<file path="src/rtl/multiplication_pkg.sv">
// multiplication_pkg: state encoding and sizing constants shared by the iterative multiply and divide units.
package multiplication_pkg;
    typedef enum logic [1:0] {IDLE, CALC, DONE} state_t;
    localparam int WIDTH_DEFAULT = 8;
    function automatic int count_width(input int w);
        return $clog2(w) + 1;
    endfunction
    localparam int CNT_W = count_width(WIDTH_DEFAULT);
endpackage

</file>
<file path="src/rtl/multiplication.sv">
// multiplication: sequential shift-add multiply-accumulate, product = num1*num2 + addend,
// started by a rising edge on multiplication_wakeup and finished with a one-cycle done pulse.
module multiplication
    import multiplication_pkg::*;
#(
    parameter int WIDTH = WIDTH_DEFAULT
) (
    input  logic               clk,
    input  logic               rstn,
    input  logic [WIDTH-1:0]   num1,
    input  logic [WIDTH-1:0]   num2,
    input  logic [WIDTH-1:0]   addend,
    input  logic               multiplication_wakeup,
    output logic               busy,
    output logic               done,
    output logic [2*WIDTH-1:0] product
);
    localparam int CW = count_width(WIDTH);
    state_t             state;
    logic               wakeup_q;
    logic [2*WIDTH-1:0] acc, mcand, acc_next;
    logic [WIDTH-1:0]   mplier;
    logic [CW-1:0]      count;
    logic               start;
    assign start    = multiplication_wakeup && !wakeup_q && state == IDLE;
    assign acc_next = mplier[0] ? acc + mcand : acc;
    always_ff @(posedge clk or negedge rstn) begin
        if (!rstn) begin
            state    <= IDLE;
            wakeup_q <= 1'b0;
            busy     <= 1'b0;
            done     <= 1'b0;
            product  <= '0;
            acc      <= '0;
            mcand    <= '0;
            mplier   <= '0;
            count    <= '0;
        end else begin
            wakeup_q <= multiplication_wakeup;
            done     <= 1'b0;
            case (state)
                IDLE: if (start) begin
                    acc    <= {{WIDTH{1'b0}}, addend};
                    mcand  <= {{WIDTH{1'b0}}, num1};
                    mplier <= num2;
                    count  <= '0;
                    busy   <= 1'b1;
                    state  <= CALC;
                end
                CALC: begin
                    acc    <= acc_next;
                    mcand  <= mcand << 1;
                    mplier <= mplier >> 1;
                    count  <= count + 1'b1;
                    if (count == CW'(WIDTH - 1)) begin
                        product <= acc_next;
                        done    <= 1'b1;
                        state   <= DONE;
                    end
                end
                DONE: begin
                    busy  <= 1'b0;
                    state <= IDLE;
                end
                default: state <= IDLE;
            endcase
        end
    end
endmodule
</file>
<file path="config.mk">
export PLATFORM = sky130hd
export DESIGN_NAME = multiplication
export DESIGN_NICKNAME = d
export VERILOG_FILES = /design/src/rtl/multiplication_pkg.sv /design/src/rtl/multiplication.sv
export SDC_FILE = /design/constraint.sdc
export NUM_CORES = 1
export LEC_CHECK = 0
export ABC_AREA = 0
export ABC_CLOCK_PERIOD_IN_PS = 3400
export CORE_MARGIN = 5
export CORE_UTILIZATION = 30
export DETAILED_ROUTE_END_ITERATION = 16
export HOLD_SLACK_MARGIN = 0.05
export PLACE_DENSITY = 0.48
export SLEW_MARGIN = 20
export SYNTH_ARGS = -nofsm -noshare
export SYNTH_HDL_FRONTEND = slang
export SYNTH_SLANG_ARGS = --single-unit
</file>
<file path="constraint.sdc">
create_clock -name clk -period 3.4 [get_ports clk]
set_input_delay 0.34 -clock clk [delete_from_list [all_inputs] [get_ports clk]]
set_output_delay 0.34 -clock clk [all_outputs]
set_load 0.005 [all_outputs]
</file>
# [Word-level counts from Yosys, hierarchy flattened]
# Index checks and enable logic that the tools add are counted.
# W data, S select, Z words.
[totals] regBits=65 input_bits=27 output_inout_bits=18 elab_cells=42
[classes] n_addsub=2 n_eq_ne=5 mux=16 reduce_logical=10
[ops] cell="$pmux W16 S2" count=2
[ops] cell="$mux W16" count=3
[ops] cell="$add A16 B16 Y16" count=1
[ops] cell="$pmux W8 S2" count=1
[ops] cell="$mux W8" count=1
[ops] cell="$pmux W4 S2" count=1
[ops] cell="$reduce_and A2 Y1" count=4
[ops] cell="$add A4 B1 Y4 const B" count=1
[ops] cell="$eq A4 B3 Y1 const B" count=1
[ops] cell="$mux W2" count=2
[ops] cell="$mux W4" count=1
[ops] cell="$ne A2 B2 Y1 const B" count=2
[ops] cell="$pmux W2 S2" count=1
[ops] cell="$reduce_bool A2 Y1" count=2
[ops] cell="$mux W1" count=3
[ops] cell="$eq A2 B1 Y1 const B" count=1
[ops] cell="$eq A2 B2 Y1 const B" count=1
[ops] cell="$logic_and A1 B1 Y1" count=2
[ops] cell="$logic_not A2 Y1" count=1
[ops] cell="$pmux W1 S2" count=1
[ops] cell="$logic_not A1 Y1" count=1

# [Longest topological paths before layout]
[depth] ltp_word=5 ltp_mapped=8 depth_no_buf=8

# [Worst setup path after synthesis]
# Ideal clock, no wire load.
[synth_path] path_type="register to register" startpoint="register acc[0]" endpoint="register acc[12]" setup_ps=95 arrival_time_ps=2425 t_required_ps=3305 path_slack_ps=880 stages_incl_launch_ff=9 path_buffers=0 period_less_slack_ps=2520 path_cell_list="dfrtp_1 -> ha_1 -> fa_1 -> a21o_1 -> a221oi_1 -> o21ai_1 -> o221ai_1 -> mux2_2 -> o31ai_1"
[synth_via] elab_chain_cells=3
[synth_lines] element="from (decl)" line="multiplication.sv:21" source="logic [2*WIDTH-1:0] acc, mcand, acc_next;"
[synth_lines] element="from (signal assigned)" line="multiplication.sv:43" source="acc <= {{WIDTH{1'b0}}, addend};"
[synth_lines] element="from (signal assigned)" line="multiplication.sv:51" source="acc <= acc_next;"
[synth_lines] element="$add A16 B16 Y16" line="multiplication.sv:26" source="assign acc_next = mplier[0] ? acc + mcand : acc;"
[synth_lines] element="$mux W16" line="multiplication.sv:26"
[synth_lines] element="$pmux W16 S2" line="multiplication.sv:41" source="case (state)"
# Every way passes these cells.
# A chain may end at the register's enable or synchronous reset.

# [Final worst setup path]
# Ends and elaborated chain as after synthesis.

==> metrics.md <==
| Metric | Value |
|---|---|
| Status | `finished, final reports clean` |
| Synth warn | `0` |
| Worst Setup End Kind | `flip-flop` |
| Most frequent cells in the layout | `65 x dfrtp_1, 62 x nand2_1, 43 x clkdlybuf4s50_1` |
| CP max FO | `3` |
| Final setup violation count | `0` |
| Core Rows | `39` |
| Min Tclk post-route | `2790 ps` |
| Maximum vdd ir drop | `a little over 0.0004 V` |
| CTS Buf Count | `9` |
| Setup_tns | `0 ps` |
| Reg area | `roughly 1600 um2` |
| Die ar. | `approximately 14000 um2` |
| Fin crit share | `between 80 and 90%` |
| Share of cells above drive strength 1 | `under 10%` |
| Post_cts resized | `0` |
| Post-Synth Simple-Gate Area | `approximately 17%` |
| Xor/xnor share of the synthesized area | `between 3 and 4%` |
| Global Route Usage Sum | `about 14%` |
| Syn avg cell area | `9.34 um2` |
| Clk sink count | `65` |
| Seq/Total Area, Yosys | `between 40 and 50%` |
| Largest cells by area after synthesis | `dfrtp_1 47%, nand2_1 6.8%, ha_1 5.8%` |
| Final wirelength | `9.12 mm` |
| Synth Area in Compound Gates | `19.4%` |
| Max Freq | `roughly 0.36 GHz` |
| Max-cap violation count | `0` |
| Slew @ Worst Pin | `between 900 and 1000 ps` |
| RSZ-0062 raised after global routing | `no` |
| Vias | `between 2000 and 3000` |
| First-pass GRT wire length | `around 15 mm` |
| CTS max path bufs | `2` |
| Synth async-reset ratio | `100%` |
| Post-synth top area share | `a little under half` |
| N_diodes | `0` |
| P_leak | `about 0.0019 uW` |
| WL/cell | `approximately 16 um` |
| Synth area leader | `dfrtp_1` |
| P&R area growth vs syn | `25.3%` |
| Clock Skew | `between 5 and 6 ps` |
| Kind of critical path | `reg2reg` |
| HP Class | `reg2reg` |
| Fillers | `1180` |
| Slew margin rel. | `37.2%` |
| Syn Nets | `between 400 and 500` |
| DR vias/cell | `between 5 and 6` |
| Post-synthesis cell area | `roughly 3400 um2` |
| Placement Setup Slack | `~590 ps` |
| Final Worst Setup Slack | `612 ps` |
| CP Data Arrival Time | `3020 ps` |
| Final net count | `456` |
| #FFs+latches synth | `65` |
| HPWL Detailed | `roughly 6.6 mm` |
| Detailed Route Iter0 Violations | `between 150 and 200` |
| I/O Buffers | `44` |
| CORE AREA | `roughly 11000 um2` |
| Post-synth EDFFs | `0` |
| CTS H-Tree Depth | `3` |
| PwrDens | `~1100 nW/um2` |
| Gr ovfl total | `0` |
| Startpoint types | `flip-flop` |
| CTS root buffer | `clkbuf_16` |
| Cell variety after synth | `54` |
| DR DRC count | `0` |
| Mapped Cells | `around 370` |
| Die Ht | `between 100 and 150 um` |
| Most common cell after layout, fill and taps aside | `dfrtp_1` |
| Die X | `~120 um` |
| Largest family of logic cells by synthesized area | `compound AO/OA/AOI/OAI gates` |
| I/O pin count | `45` |
| Largest net degree at the start of global routing | `43` |
| Vias in the first global route | `2829` |
| Clk_lat worst skew | `about 330 ps` |
| Multiplexer share of the synthesized area | `3.27%` |
| Ys flop type | `dfrtp_1` |
| Initial Util | `between 30 and 40%` |
| Pins Over Slew Limit | `0` |
| Initial antenna violation count | `0` |
| Crit path required time | `between 3000 and 4000 ps` |
| Final ANT Viol Nets | `0` |
| First drt pass iteration count | `4` |
| Fin util | `38.1%` |
| CTS tree | `yes` |
| Adder-Cell Fraction of Synth Area | `about 6.4%` |
| Gp weighted congestion | `between 0.8 and 0.9` |
| Final hold viol count | `0` |
| Multi-input gate area | `1710 um2` |
| Clock slew at reported path FFs | `50 ps` |
[timing repair]
action	CTS	global route
buffers inserted	0	0
hold endpoints to repair	0	8
hold buffers	0	1
[where the power goes]
group | internal [uW] | switching [uW] | total [uW]
sequential | 1140 | 285 | 1430
clock | 529 | 327 | 857
combinational | 1110 | 1370 | 2480
[sequential cells by signal (all words and copies together) (netlist names)]
register	count
acc	16
busy	1
count	4
done	1
mcand	16
mplier	8
product	16
state	2
wakeup_q	1
[path summary, 6_finish.rpt]
kind                       startpoint          end  slack, ps  depth (start not counted)
hold / removal             product[3]   product[3]        480                          2
setup / recovery               acc[0]      acc[12]        610                          8
setup reg to reg               acc[0]      acc[12]        610                          8
min in group asynchronous        rstn    mplier[5]        540                          2
hold reg to reg            product[3]   product[3]        480                          2
max in group asynchronous        rstn  product[12]       2230                          3
[worst max-delay path, cell delays in order (launching register included)]
cell and delay, ps:
dfrtp_1 390, ha_1 230, fa_1 410, a21o_1 220, a221oi_1 480, o21ai_1 190, o221ai_1 190, mux2_2 370
o31ai_1 210
[routing by layer]
layer	routed length, um	track usage (%)	up-vias	share of wire [%]
li1	-	-	1405	-
met1	4520	20.2	1333	50
met2	4070	21.9	54	45
met3	425	3.80	10	4.7
met4	104	4.13	0	1.1
met5	0	0	-	0
[synth_stat cells, types with 5 or more instances]
cell and n:
dfrtp_1 65, a21oi_1 11, nor3b_1 5, o22ai_1 14, a22oi_1 7, xnor2_1 9, nand2_1 62, mux2i_1 9
a21o_1 6, nor2_1 37, nand3_1 8, clkbuf_1 13, o21ai_0 38, ha_1 16
[metrics by stage]
| step | hold WS (ps) | area (um2) | instances | total power (uW) |
|---|---|---|---|---|
| 4_1_cts | 200 | 4300 | 559 | 4810 |
| 6_report | 475 | 4320 | 560 | 4760 |
| 5_1_grt | 491 | 4320 | 560 | 5200 |
| 3_3_place_gp | 461 | 4030 | 543 | 3910 |
| 2_1_floorplan | 44.4 | 3450 | 369 | 3170 |
| 3_5_place_dp | 470 | 4030 | 543 | 3930 |
[logic make-up (layout without fill, tap and decap cells)]
logic type | after synthesis | count (layout)
xor+xnor | 12 | 12
simple gates | 134 | 134
mux | 11 | 11
compound gates | 105 | 105
fa+ha+maj | 17 | 17
buf+inv | 25 | 73
flops | 65 | 65
[final cells by class]
cell class | instances | area share [%]
clock buffers | 13 | 6.03
clock inverters | 3 | 0.348
inverters | 4 | 0.348
multi-input cells | 279 | 39.7
flip-flops and latches | 65 | 37.7
well taps | 143 | 4.14
repair buffers | 53 | 11.8
Note: power is estimated with default switching activity, not from simulation.
